==> config.mk <==
export PLATFORM = sky130hd
export DESIGN_NAME = fp_cvt_iter_flat
export DESIGN_NICKNAME = d
export VERILOG_FILES = /design/src/rtl/fp_cvt_iter_if.sv /design/src/rtl/fp_cvt_iter.sv /design/src/flat_wrapper.sv
export SDC_FILE = /design/constraint.sdc
export NUM_CORES = 1
export LEC_CHECK = 0
export ABC_AREA = 1
export CAP_MARGIN = 20
export CORE_UTILIZATION = 40
export DETAILED_ROUTE_END_ITERATION = 16
export PLACE_DENSITY = 0.6
export SLEW_MARGIN = 20
export SYNTH_ARGS = -nofsm -noshare
export SYNTH_HDL_FRONTEND = slang
export SYNTH_SLANG_ARGS = --single-unit
export TNS_END_PERCENT = 20
==> constraint.sdc <==
create_clock -name clk -period 3.68 [get_ports clk]
set_input_delay 0.552 -clock clk [delete_from_list [all_inputs] [get_ports clk]]
set_output_delay 0.552 -clock clk [all_outputs]
set_load 0.01 [all_outputs]
==> src/rtl/fp_cvt_iter_if.sv <==
// Request/response bundle between the execute pipeline and the iterative
// int/float converter.
interface fp_cvt_iter_if;
    logic        start;
    logic        op;
    logic [31:0] a;
    logic        busy;
    logic        done;
    logic [31:0] result;
    logic        overflow;

    modport master (
        output start, op, a,
        input  busy, done, result, overflow
    );

    modport slave (
        input  start, op, a,
        output busy, done, result, overflow
    );
endinterface

==> src/rtl/fp_cvt_iter.sv <==
// Iterative signed int <-> IEEE-754 single converter: normalises or aligns the
// mantissa one bit per cycle and packs the result on the exit edge.
module fp_cvt_iter (
    input  logic         clk,
    input  logic         rst_n,
    fp_cvt_iter_if.slave cvt
);
    typedef enum logic [1:0] {IDLE, I2F_NORM, F2I_SHIFT} state_e;

    localparam logic [31:0] MIN_EXACT = 32'hCF00_0000;

    state_e      state_q, state_d;
    logic [31:0] mag_q, mag_d;
    logic [4:0]  cnt_q, cnt_d;
    logic        sign_q, sign_d;
    logic        left_q, left_d;
    logic        triv_q, triv_d;
    logic        tovf_q, tovf_d;
    logic        busy_q, busy_d;
    logic        done_q, done_d;
    logic [31:0] result_q, result_d;
    logic        ovf_q, ovf_d;

    logic [7:0]  exp_a;
    assign exp_a = cvt.a[30:23];

    always_comb begin
        state_d  = state_q;
        mag_d    = mag_q;
        cnt_d    = cnt_q;
        sign_d   = sign_q;
        left_d   = left_q;
        triv_d   = triv_q;
        tovf_d   = tovf_q;
        busy_d   = busy_q;
        done_d   = 1'b0;
        result_d = result_q;
        ovf_d    = ovf_q;
        case (state_q)
            IDLE: begin
                if (cvt.start) begin
                    busy_d = 1'b1;
                    sign_d = cvt.a[31];
                    cnt_d  = 5'd0;
                    triv_d = 1'b0;
                    tovf_d = 1'b0;
                    left_d = 1'b0;
                    if (!cvt.op) begin
                        mag_d   = cvt.a[31] ? (~cvt.a + 32'd1) : cvt.a;
                        state_d = I2F_NORM;
                    end else begin
                        state_d = F2I_SHIFT;
                        if (exp_a < 8'd127) begin
                            triv_d = 1'b1;
                            mag_d  = 32'd0;
                        end else if (exp_a >= 8'd158) begin
                            // -2^31 is representable exactly; everything else here saturates
                            triv_d = 1'b1;
                            tovf_d = (cvt.a != MIN_EXACT);
                            mag_d  = cvt.a[31] ? 32'h8000_0000 : 32'h7FFF_FFFF;
                        end else begin
                            mag_d  = {8'd0, 1'b1, cvt.a[22:0]};
                            left_d = (exp_a > 8'd150);
                            cnt_d  = (exp_a > 8'd150) ? 5'(exp_a - 8'd150)
                                                      : 5'(8'd150 - exp_a);
                        end
                    end
                end
            end
            I2F_NORM: begin
                if (mag_q == 32'd0 || mag_q[31]) begin
                    result_d = (mag_q == 32'd0) ? 32'd0
                             : {sign_q, 8'd158 - {3'b000, cnt_q}, mag_q[30:8]};
                    ovf_d    = 1'b0;
                    done_d   = 1'b1;
                    busy_d   = 1'b0;
                    state_d  = IDLE;
                end else begin
                    mag_d = {mag_q[30:0], 1'b0};
                    cnt_d = cnt_q + 5'd1;
                end
            end
            F2I_SHIFT: begin
                if (triv_q || cnt_q == 5'd0) begin
                    // trivial results are already stored with their final sign
                    result_d = (!triv_q && sign_q) ? (~mag_q + 32'd1) : mag_q;
                    ovf_d    = triv_q & tovf_q;
                    done_d   = 1'b1;
                    busy_d   = 1'b0;
                    state_d  = IDLE;
                end else begin
                    mag_d = left_q ? {mag_q[30:0], 1'b0} : {1'b0, mag_q[31:1]};
                    cnt_d = cnt_q - 5'd1;
                end
            end
            default: state_d = IDLE;
        endcase
    end

    always_ff @(posedge clk) begin
        if (!rst_n) begin
            state_q  <= IDLE;
            busy_q   <= 1'b0;
            done_q   <= 1'b0;
            result_q <= 32'd0;
            ovf_q    <= 1'b0;
        end else begin
            state_q  <= state_d;
            busy_q   <= busy_d;
            done_q   <= done_d;
            result_q <= result_d;
            ovf_q    <= ovf_d;
        end
    end

    always_ff @(posedge clk) begin
        mag_q  <= mag_d;
        cnt_q  <= cnt_d;
        sign_q <= sign_d;
        left_q <= left_d;
        triv_q <= triv_d;
        tovf_q <= tovf_d;
    end

    assign cvt.busy     = busy_q;
    assign cvt.done     = done_q;
    assign cvt.result   = result_q;
    assign cvt.overflow = ovf_q;
endmodule

==> src/flat_wrapper.sv <==
// flat-port wrapper written by rule: the top's interface ports become plain ports
module fp_cvt_iter_flat 
  (clk, rst_n, cvt_start, cvt_op, cvt_a, cvt_busy, cvt_done, cvt_result, cvt_overflow);
  fp_cvt_iter_if cvt_i ();
  input  logic clk;
  input  logic rst_n;
  input wire logic [$bits(cvt_i.start)-1:0] cvt_start;
  input wire logic [$bits(cvt_i.op)-1:0] cvt_op;
  input wire logic [$bits(cvt_i.a)-1:0] cvt_a;
  output wire logic [$bits(cvt_i.busy)-1:0] cvt_busy;
  output wire logic [$bits(cvt_i.done)-1:0] cvt_done;
  output wire logic [$bits(cvt_i.result)-1:0] cvt_result;
  output wire logic [$bits(cvt_i.overflow)-1:0] cvt_overflow;
  assign cvt_i.start = cvt_start;
  assign cvt_i.op = cvt_op;
  assign cvt_i.a = cvt_a;
  assign cvt_busy = cvt_i.busy;
  assign cvt_done = cvt_i.done;
  assign cvt_result = cvt_i.result;
  assign cvt_overflow = cvt_i.overflow;
  fp_cvt_iter u_core (.clk(clk), .rst_n(rst_n), .cvt(cvt_i));
endmodule
==> reports/metrics.csv, run 1 <==
stage;metric;value;unit
placement;placed inst area;0.00744;mm^2
placement;RePlAce Congestion;0.871;
global_route;total global-route track usage;0.238;
layout;fin nets;1172;
critical_path;WP data arrival;2880;ps
logic_synthesis;synth warn;0;
layout;Layout area overhead;17.7;%
critical_path;crit-path max cell delay;520;ps
critical_path;Crit Path Category;register to register;
critical_path;kind of end point of the critical path;register;
floorplanning;Core Region;0.0160;mm^2
hold_path;Worst Hold Class;register to register;
power_and_ir_drop;Clock Power Share;0.276;
power_and_ir_drop;combinational fraction of design power;0.339;
layout;Layout Cells excl Fill;1338;
logic_synthesis;cell area after synthesis;0.00659;mm^2
logic_synthesis;number of synthesized flops with an enable pin;41;
detailed_routing;final WL;19600;um
placement;DP HPWL;15100;um
clocking;Post-CTS Setup Inserts;0;
power_and_ir_drop;leakage power;3.44;nW
clocking;Worst-path clk slew;60;ps
power_and_ir_drop;Int Power;0.00210;W
clocking;# clock sinks;78;
floorplanning;Die ar.;0.0170;mm^2
layout;fillcell total;1756;
logic_synthesis;Distinct cells, synth;38;
global_route;largest net degree at the start of global routing;61;
sta;Max Fclk;377;MHz
sta;Final setup viols;0;
logic_synthesis;async set-reset flop share out of synthesis;0;
sta;Final Skew;6.48;ps
detailed_routing;vias per cell;5.18;
power_and_ir_drop;register share of total power;0.385;
clocking;Clock Tree Buf Depth;2;
clocking;clk root buf;clkbuf_16;
global_route;antenna violations before repair;0;
floorplanning;Die H;130;um
placement;buffers added on ports;70;
logic_synthesis;largest cells by area after synthesis;edfxtp_1 19%, nand2_1 17%, dfxtp_1 11%;
global_route;global route overflow;0;
detailed_routing;DRT Pass-1 Iters;5;
critical_path;Setup crit start kind;register;
critical_path;family with the most delay on the worst path;simple AND/OR/NAND/NOR gates;
floorplanning;row count;46;
clocking;CTS resizes;0;
detailed_routing;DRC;0;
floorplanning;I/O Pins;71;
logic_synthesis;top cell type by total area after synthesis;edfxtp_1;
floorplanning;chip width;130;um
critical_path;Critical Path RT;3910;ps
global_route;vias in the first global route;6013;
sta;Least-Margin Pin Slew;683;ps
layout;register area;0.00197;mm^2
sta;Slew Limit Fails;0;
clocking;CTS tree;built;
detailed_routing;antenna viol nets, final;0;
power_and_ir_drop;Switch Pwr;0.00124;W
logic_synthesis;Synthesized Nets;1122;
layout;design area;0.00775;mm^2
sta;minimum clock period;2650;ps
floorplanning;Initial Util;0.412;
sta;Max-slew headroom;0.543;
placement;dpl cells;1322;
logic_synthesis;post-synthesis sequential area ratio;0.299;
critical_path;Max FO, Critical Path;60;
power_and_ir_drop;power density over the cells;431;mW/mm^2
power_and_ir_drop;Sw Share;0.371;
run;max-cap check violation count;0;
logic_synthesis;Main synth FF type;edfxtp_1;
layout;area of the multi-input gates;0.00394;mm^2
sta;final worst-path cycle share;0.720;
clocking;post-cts hold buffer count;0;
clocking;CTS buffer count;9;
critical_path;worst path bufs/invs;2;
logic_synthesis;synthesized instance count;1067;
power_and_ir_drop;peak supply drop;0.211;mV
global_route;first-pass GRT wire length;31300;um
logic_synthesis;Seq cells post-synth;78;
detailed_routing;Via Count;6933;
layout;share of cells above drive strength 1;0.0455;
detailed_routing;Routed WL per cell;14.6;um
clocking;H-tree depth;3;
logic_synthesis;Synth top area share;0.187;
critical_path;worst-path cell chain;inv_1 -> ha_1 -> nand3_1 -> nor2_2 -> nand2_1 -> inv_1 -> nand2_1 -> nand3_2 -> nand3_4 -> nor2_1 -> nor2_1;
outcome;outcome;completed;
sta;Hold Fails Final Rpt;0;
sta;RSZ-0062 raised after global routing;no;
sta;Setup TNS Final;0;ps
detailed_routing;DRT iter0 DRCs;633;
clocking;clock latency at the later pin of the worst-skew pair;340;ps
logic_synthesis;syn avg cell area;6.17;um^2
layout;Antenna Cells;0;
critical_path;slowest stage cell, crit path;nand3_4;
## power by group through the flow
stage / sequential [W] / combinational [W] / clock [W]
2_1_floorplan: 0.00126 / 0.000761 / 0
3_3_place_gp: 0.00130 / 0.00112 / 0
3_5_place_dp: 0.00130 / 0.00113 / 0
4_1_cts: 0.00128 / 0.00113 / 0.000937
5_1_grt: 0.00131 / 0.00128 / 0.000971
6_report: 0.00129 / 0.00113 / 0.000922
## state kept, by name, summed over array words and instances, names as in the netlist
| register | cells |
|---|---|
| u_core.cnt_q | 5 |
| u_core.sign_q | 1 |
| u_core.triv_q | 1 |
| u_core.tovf_q | 1 |
| u_core.cvt.result | 32 |
| u_core.cvt.done | 1 |
| u_core.left_q | 1 |
| u_core.state_q | 2 |
| u_core.cvt.busy | 1 |
| u_core.mag_q | 32 |
| u_core.cvt.overflow | 1 |
## worst reg2reg max path, cell delays in order (launching register included)
cell and delay (ps):
edfxtp_1 460, inv_1 110, ha_1 190, nand3_1 160
nor2_2 210, nand2_1 100, inv_1 60, nand2_1 110
nand3_2 230, nand3_4 520, nor2_1 340, nor2_1 70
## worst paths after layout
kind / start / cells after the start / slack, ps / endpoint
worst min-delay path: u_core.cvt.busy / 2 / 460 / u_core.cvt.busy
worst min register to register: u_core.cvt.busy / 2 / 460 / u_core.cvt.busy
worst max-delay path: u_core.mag_q[0] / 11 / 1030 / u_core.cvt.result[23]
worst max register to register: u_core.mag_q[0] / 11 / 1030 / u_core.cvt.result[23]
## layout by cell type (no fill, tap or decap), types with 2 or more instances in the layout
cell,instances
a21oi_1,63
a221oi_1,29
a31oi_1,4
and3_1,2
buf_4,14
clkbuf_16,9
clkbuf_8,2
clkdlybuf4s50_1,70
clkinv_2,2
clkinv_4,2
dfxtp_1,37
edfxtp_1,41
ha_1,18
inv_1,115
inv_2,7
nand2_1,295
nand2_2,4
nand3_1,104
nand3_4,2
nand3b_1,9
nand4_1,18
nor2_1,185
nor2_2,6
nor3_1,7
o21ai_0,44
o21ai_1,3
o22ai_1,10
o31ai_1,2
xnor2_1,2
xor2_1,6
## cells by family after synthesis
| logic type | after synthesis | synth area share |
|---|---|---|
| flops | 78 | 0.299 |
| fa+ha+maj | 19 | 0.0372 |
| buf+inv | 167 | 0.103 |
| xor+xnor | 8 | 0.0106 |
| compound gates | 158 | 0.141 |
| simple gates | 637 | 0.408 |
## layer usage
metal	share of wire	GRT usage	vias up
met5	0	0	-
met4	0.024	0.0793	0
met3	0.054	0.0312	25
met2	0.45	0.375	240
met1	0.47	0.335	3050
li1	-	-	3618
## cells in the mapped netlist, types with 2 or more instances
| cell | n |
|---|---|
| xnor2_1 | 2 |
| dfxtp_1 | 37 |
| nand3_1 | 104 |
| o31ai_1 | 2 |
| nor2_2 | 6 |
| nand3b_1 | 9 |
| nand4_1 | 18 |
| clkbuf_1 | 23 |
| o21ai_0 | 44 |
| nor2_1 | 185 |
| buf_1 | 4 |
| a21oi_1 | 63 |
| ha_1 | 18 |
| nand3_4 | 2 |
| buf_2 | 12 |
| a31oi_1 | 4 |
| nor3_1 | 7 |
| xor2_1 | 6 |
| o22ai_1 | 10 |
| edfxtp_1 | 41 |
| o21ai_1 | 3 |
| nand2_1 | 295 |
| and3_1 | 2 |
| inv_2 | 7 |
| buf_4 | 2 |
| a221oi_1 | 29 |
| inv_1 | 115 |
| nand2_2 | 4 |
| buf_6 | 4 |
## through the flow
stage                     hold WS [ps]   util  total power, W  setup WS (ps)
after floorplan                    473      -         0.00202            995
after CTS                          460  0.484         0.00335           1040
final                              458  0.484         0.00334           1030
after global routing               475  0.484         0.00357            692
after global placement             453  0.465         0.00242            779
after detailed placement           451  0.465         0.00243            703
## final cells by class
cell class,instances,area share
multi-input combinational,822,0.508
tap,216,0.0349
timing repair buffer,84,0.104
clock buffer,11,0.0326
clock inverter,5,0.00743
inverter,122,0.0591
sequential,78,0.254
Power figures use the tool's default switching activity.
==> run 2: changes to the inputs <==
--- a/config.mk
+++ b/config.mk
@@ -9,7 +9,7 @@
 export CAP_MARGIN = 20
 export CORE_UTILIZATION = 40
 export DETAILED_ROUTE_END_ITERATION = 16
-export PLACE_DENSITY = 0.6
+export PLACE_DENSITY = 0.62
 export SLEW_MARGIN = 20
 export SYNTH_ARGS = -nofsm -noshare
 export SYNTH_HDL_FRONTEND = slang
==> constraint.sdc (replaced) <==
create_clock -name clk -period 2.3 [get_ports clk]
set_input_delay 0.345 -clock clk [delete_from_list [all_inputs] [get_ports clk]]
set_output_delay 0.345 -clock clk [all_outputs]
set_load 0.01 [all_outputs]
==> run 2 against run 1 <==
Register-to-register slack worse by 890 ps. Global-route usage is 1.2 points higher. Die area stayed put. Clock skew is 5.2 ps higher. Fmax is 23% higher. Via count is 4.6% higher. Power is 67% higher. Critical endpoint is now u_core.mag_q[12]. Largest cell class unchanged. Largest power group is now combinational cells. Highest routed layer unchanged.
==> reports/metrics.csv, run 2 (synthesis gave the netlist of run 1 again) <==
stage;metric;value;unit;change
layout;final core occ;0.525;;was 0.484
placement;dpl cells;1395;;was 1322
placement;placed inst area;0.00808;mm^2;was 0.00744 mm^2
critical_path;family with the most delay on the worst path;simple AND/OR/NAND/NOR gates;;unchanged
critical_path;Crit Path Category;register to register;;unchanged
detailed_routing;DRC;0;;unchanged
floorplanning;Core Region;0.0160;mm^2;unchanged
sta;final hold slack;457;ps;was 458 ps
clocking;# clock sinks;78;;unchanged
layout;Layout Cells excl Fill;1412;;was 1338
detailed_routing;vias per cell;5.14;;was 5.18
global_route;largest net degree at the start of global routing;61;;unchanged
layout;fin nets;1246;;was 1172
run;max-cap check violation count;0;;unchanged
clocking;CTS resizes;0;;unchanged
floorplanning;chip width;130;um;unchanged
critical_path;Critical Path RT;2360;ps;was 3910 ps
floorplanning;row count;46;;unchanged
clocking;CTS buffer count;9;;unchanged
critical_path;kind of end point of the critical path;register;;unchanged
placement;DP HPWL;16200;um;was 15100 um
power_and_ir_drop;Overall Power;0.00557;W;was 0.00334 W
critical_path;WP data arrival;2220;ps;was 2880 ps
clocking;clk root buf;clkbuf_16;;unchanged
power_and_ir_drop;power density over the cells;663;mW/mm^2;was 431 mW/mm^2
power_and_ir_drop;peak supply drop;0.294;mV;was 0.211 mV
layout;commonest non-fill, non-tap cells in the layout;295 x nand2_1, 185 x nor2_1, 115 x inv_1;;unchanged
global_route;first-pass GRT wire length;33000;um;was 31300 um
critical_path;Max FO, Critical Path;18;;was 60
global_route;antenna violations before repair;0;;unchanged
floorplanning;Die H;130;um;unchanged
floorplanning;I/O Pins;71;;unchanged
sta;minimum clock period;2160;ps;was 2650 ps
sta;final worst-path cycle share;0.940;;was 0.720
sta;Max Fclk;463;MHz;was 377 MHz
power_and_ir_drop;leakage power;3.82;nW;was 3.44 nW
critical_path;worst path bufs/invs;3;;was 2
layout;most common cell after layout, fill and taps aside;nand2_1;;unchanged
clocking;Worst-path clk slew;60;ps;about the same
layout;design area;0.00840;mm^2;was 0.00775 mm^2
critical_path;Most Frequent Cell on Critical Path;nand2_1;;
clocking;post-cts hold buffer count;0;;unchanged
outcome;outcome;completed;;unchanged
sta;Final setup viols;0;;unchanged
clocking;Post-CTS Setup Inserts;0;;unchanged
critical_path;Setup crit start kind;register;;unchanged
sta;Slew Limit Fails;0;;unchanged
layout;share of cells above drive strength 1;0.105;;was 0.0455
detailed_routing;antenna viol nets, final;0;;unchanged
detailed_routing;final WL;20500;um;was 19600 um
detailed_routing;Routed WL per cell;14.5;um;was 14.6 um
clocking;Clock Tree Buf Depth;2;;unchanged
sta;Least-Margin Pin Slew;471;ps;was 683 ps
detailed_routing;DRT Pass-1 Iters;6;;was 5
detailed_routing;DRT iter0 DRCs;681;;was 633
sta;RSZ-0062 raised after global routing;no;;unchanged
hold_path;Worst Hold Class;register to register;;unchanged
sta;Hold Fails Final Rpt;0;;unchanged
placement;buffers added on ports;70;;unchanged
critical_path;crit-path max cell delay;390;ps;was 520 ps
sta;Max-slew headroom;0.683;;was 0.543
global_route;vias in the first global route;6449;;was 6013
layout;Antenna Cells;0;;unchanged
detailed_routing;Via Count;7253;;was 6933
clocking;CTS tree;built;;unchanged
critical_path;slowest stage cell, crit path;edfxtp_1;;was nand3_4
sta;Final Skew;11.7;ps;was 6.48 ps
critical_path;worst-path cell chain;inv_1 -> ha_1 -> nand3_1 -> nor2_2 -> nand2_1 -> inv_1 -> nand2_1 -> nand2_1 -> a21oi_1 -> and2_4 -> clkbuf_16;;was inv_1 -> ha_1 -> nand3_1 -> nor2_2 -> nand2_1 -> inv_1 -> nand2_1 -> nand3_2 -> nand3_4 -> nor2_1 -> nor2_1
clocking;H-tree depth;3;;unchanged
floorplanning;Initial Util;0.412;;unchanged
clocking;clock latency at the later pin of the worst-skew pair;350;ps;was 340 ps
floorplanning;Die ar.;0.0170;mm^2;unchanged
placement;RePlAce Congestion;0.956;;was 0.871
global_route;total global-route track usage;0.251;;was 0.238
layout;Layout area overhead;27.5;%;was 17.7%
global_route;global route overflow;0;;unchanged
-- run 2: cell types whose count changed in the layout (fill, tap and decap cells not counted) --
cell	before	now
and2_1	1	0
buf_12	0	7
clkbuf_8	2	0
clkbuf_1	0	1
clkbuf_16	9	10
clkinv_4	2	1
buf_4	14	80
clkinvlp_4	0	2
and2_4	0	1
-- run 2: metrics by stage --
step	setup TNS (ps)	worst slack, ps
floorplan	0	1.79
CTS	0	107
global route	0	20.8
finish	0	138
global placement	0	0.219
detailed placement	-187	-47.5
-- run 2: worst paths after layout --
| path | from | endpoint | slack (ps) | cells past startpoint |
|---|---|---|---|---|
| min reg2reg | u_core.cvt.busy | u_core.cvt.busy | 460 | 2 |
| min | u_core.cvt.busy | u_core.cvt.busy | 460 | 2 |
| max | u_core.mag_q[1] | u_core.mag_q[12] | 140 | 11 |
| max reg2reg | u_core.mag_q[1] | u_core.mag_q[12] | 140 | 11 |
-- run 2: report_power, final --
group	internal [W]	switching, W
Sequential	0.00176	0.000176
Clock	0.000838	0.000581
Combinational	0.000916	0.00130
Total	0.00351	0.00206
-- run 2: area by class of cell --
| cell class | instances | area (um^2) |
|---|---|---|
| multi-input cells | 822 | 3940 |
| fillers | 1706 | 7600 |
| inverters | 122 | 458 |
| clock buffers | 10 | 229 |
| clock inverters | 6 | 63.8 |
| flip-flops and latches | 78 | 1970 |
| well taps | 216 | 270 |
| repair buffers | 158 | 1470 |
-- run 2: tightest hold or removal path, delay by kind of cell (launching register included) --
family	cells	cell delay, ps
AND/OR/NAND/NOR	1	60
flip-flops	1	310
AO/OA/AOI/OAI	1	50
-- run 2: per-layer routing --
metal	vias up	routed length (um)	track usage
met5	-	0	0
met4	0	350	0.0711
met3	28	1150	0.0320
met2	243	9300	0.403
met1	3218	9680	0.350
li1	3764	-	-
==> run 3: changes to the inputs <==
--- a/config.mk
+++ b/config.mk
@@ -7,6 +7,7 @@
 export LEC_CHECK = 0
 export ABC_AREA = 1
 export CAP_MARGIN = 20
+export CORE_ASPECT_RATIO = 1.2
 export CORE_UTILIZATION = 40
 export DETAILED_ROUTE_END_ITERATION = 16
 export PLACE_DENSITY = 0.62
==> run 3 against run 2 <==
Flip-flop and latch count is the same. Global-route usage shrank 0.91 points. Largest power group unchanged. Clock skew shrank 0.57 ps. Highest routed layer unchanged. Utilization grew 0.13 points. The flow now finishes with violations (design-rule violations).
==> reports/metrics.csv, run 3 (synthesis gave the netlist of run 1 again) <==
stage;metric;value;unit;change
clocking;clk root buf;clkbuf_16;;unchanged
outcome;violated checks;design-rule violations;;
clocking;Clock Tree Buf Depth;2;;unchanged
placement;RePlAce Congestion;0.950;;was 0.956
global_route;total global-route track usage;0.241;;was 0.251
floorplanning;I/O Pins;71;;unchanged
global_route;largest net degree at the start of global routing;38;;was 61
floorplanning;Core Region;0.0161;mm^2;was 0.0160 mm^2
placement;buffers added on ports;70;;unchanged
sta;Final setup viols;0;;unchanged
critical_path;WP data arrival;2230;ps;was 2220 ps
floorplanning;Initial Util;0.408;;was 0.412
layout;commonest non-fill, non-tap cells in the layout;294 x nand2_1, 184 x nor2_1, 115 x inv_1;;was 295 x nand2_1, 185 x nor2_1, 115 x inv_1
power_and_ir_drop;leakage power;3.88;nW;was 3.82 nW
detailed_routing;DRT Pass-1 Iters;11;;was 6
detailed_routing;DRT iter0 DRCs;546;;was 681
power_and_ir_drop;peak supply drop;0.382;mV;was 0.294 mV
floorplanning;Die ar.;0.0170;mm^2;about the same
clocking;# clock sinks;78;;unchanged
layout;Layout area overhead;29.0;%;was 27.5%
sta;Final Skew;11.1;ps;was 11.7 ps
critical_path;RR Endpoint;u_core.mag_q[29];;was u_core.mag_q[12]
placement;DP HPWL;16200;um;about the same
layout;final core occ;0.526;;was 0.525
detailed_routing;Routed WL per cell;14.4;um;was 14.5 um
clocking;CTS buffer count;9;;unchanged
outcome;outcome;complete, but fails checks;;was completed
clocking;clock latency at the later pin of the worst-skew pair;350;ps;about the same
clocking;Worst-path clk slew;60;ps;about the same
critical_path;Worst R2R Start;u_core.mag_q[1];;unchanged
sta;Setup TNS Final;0;ps;unchanged
sta;Hold Fails Final Rpt;0;;unchanged
detailed_routing;Via Count;7286;;was 7253
critical_path;setup slack, reg-to-reg;170;ps;was 140 ps
detailed_routing;antenna viol nets, final;0;;unchanged
detailed_routing;final WL;20400;um;was 20500 um
floorplanning;Die H;143;um;was 130 um
layout;fin nets;1262;;was 1246
critical_path;kind of end point of the critical path;register;;unchanged
critical_path;Max FO, Critical Path;7;;was 18
critical_path;worst-path cell chain;clkdlybuf4s50_1 -> ha_1 -> nand2_1 -> nor3_1 -> nor2_1 -> nand2_2 -> buf_4 -> inv_2 -> nand2_2 -> nand2_2 -> inv_2 -> nor2_1 -> nor2_1 -> nor2_1;;was inv_1 -> ha_1 -> nand3_1 -> nor2_2 -> nand2_1 -> inv_1 -> nand2_1 -> nand2_1 -> a21oi_1 -> and2_4 -> clkbuf_16
clocking;CTS tree;built;;unchanged
floorplanning;chip width;119;um;was 130 um
critical_path;crit-path max cell delay;530;ps;was 390 ps
sta;Max Fclk;469;MHz;was 463 MHz
floorplanning;row count;51;;was 46
global_route;vias in the first global route;6413;;was 6449
clocking;H-tree depth;3;;unchanged
layout;share of cells above drive strength 1;0.120;;was 0.105
detailed_routing;vias per cell;5.12;;was 5.14
hold_path;Worst Hold Class;register to register;;unchanged
clocking;post-cts hold buffer count;0;;unchanged
run;max-cap check violation count;0;;unchanged
layout;most common cell after layout, fill and taps aside;nand2_1;;unchanged
critical_path;Setup crit start kind;input port;;was register
power_and_ir_drop;power density over the cells;657;mW/mm^2;was 663 mW/mm^2
sta;final hold slack;466;ps;was 457 ps
sta;Slew Limit Fails;0;;unchanged
critical_path;Critical Path RT;2400;ps;was 2360 ps
critical_path;Crit Path Category;input port to register;;was register to register
sta;Max-slew headroom;0.682;;was 0.683
global_route;global route overflow;0;;unchanged
critical_path;slowest stage cell, crit path;clkdlybuf4s50_1;;was edfxtp_1
critical_path;worst r2r path cells;11;;unchanged
critical_path;Most Frequent Cell on Critical Path;nor2_1;;was nand2_1
sta;minimum clock period;2130;ps;was 2160 ps
detailed_routing;DRC;2;;was 0
layout;Antenna Cells;0;;unchanged
sta;Least-Margin Pin Slew;472;ps;was 471 ps
critical_path;CP endpoint;u_core.mag_q[13];;was u_core.mag_q[12]
sta;final worst-path cycle share;0.927;;was 0.940
global_route;first-pass GRT wire length;32300;um;was 33000 um
critical_path;Worst Setup SP;cvt_a[24];;was u_core.mag_q[1]
global_route;antenna violations before repair;0;;unchanged
## run 3: cell types whose count changed in the layout (fill, tap and decap cells not counted), sizes merged
| cell | previous run | this run |
|---|---|---|
| inv | 122 | 123 |
| buf | 87 | 103 |
| clkbuf | 11 | 9 |
| nand3 | 107 | 108 |
## run 3: metrics by stage
stage	cells	power (W)	setup slack (ps)	area, um^2
after floorplan	1067	0.00324	1.79	6590
after global placement	1407	0.00413	-229	8170
after detailed placement	1407	0.00416	-332	8170
after CTS	1423	0.00560	45.7	8470
after global routing	1424	0.00595	-0.735	8490
final	1424	0.00558	168	8490
## run 3: where the power goes
group / internal [W] / total (W) / switching, W
registers: 0.00176 / 0.00193 / 0.000174
logic: 0.000924 / 0.00223 / 0.00131
clock network: 0.000841 / 0.00142 / 0.000578
total: 0.00352 / 0.00558 / 0.00206
## run 3: area by class of cell
| class | instances | area (um^2) |
|---|---|---|
| tap | 212 | 265 |
| multi-input combinational | 823 | 3960 |
| inverter | 122 | 458 |
| clock buffer | 9 | 225 |
| fill | 1683 | 7650 |
| timing repair buffer | 173 | 1540 |
| sequential | 78 | 1970 |
| clock inverter | 7 | 72.6 |
## run 3: worst min path at each step
stage | startpoint | to | slack [ps] | depth (start not counted)
after floorplan | cvt_a[31] | u_core.sign_q | 440 | 0
after global placement | u_core.cvt.busy | u_core.cvt.busy | 450 | 2
after detailed placement | u_core.cvt.busy | u_core.cvt.busy | 460 | 2
after CTS | u_core.cvt.busy | u_core.cvt.busy | 470 | 2
after global routing | u_core.cvt.busy | u_core.cvt.busy | 480 | 2
final | u_core.cvt.result[2] | u_core.cvt.result[2] | 470 | 2
## run 3: what timing repair did
item	CTS	global route
gates resized for setup	0	4
hold endpoints to repair	0	0
endpoints found under the setup margin	0	71
setup buffers	0	0
## run 3: metal layers
metal / vias up / track usage / part of all wire
li1: 3805 / - / -
met1: 3216 / 0.311 / 0.45
met2: 216 / 0.400 / 0.46
met3: 49 / 0.0184 / 0.040
met4: 0 / 0.136 / 0.045
met5: - / 0 / 0
## run 3: critical path, delay by kind of cell
kind	cells	cell delay, ps
buf+inv	4	850
simple gates	9	850
fa+ha+maj	1	180
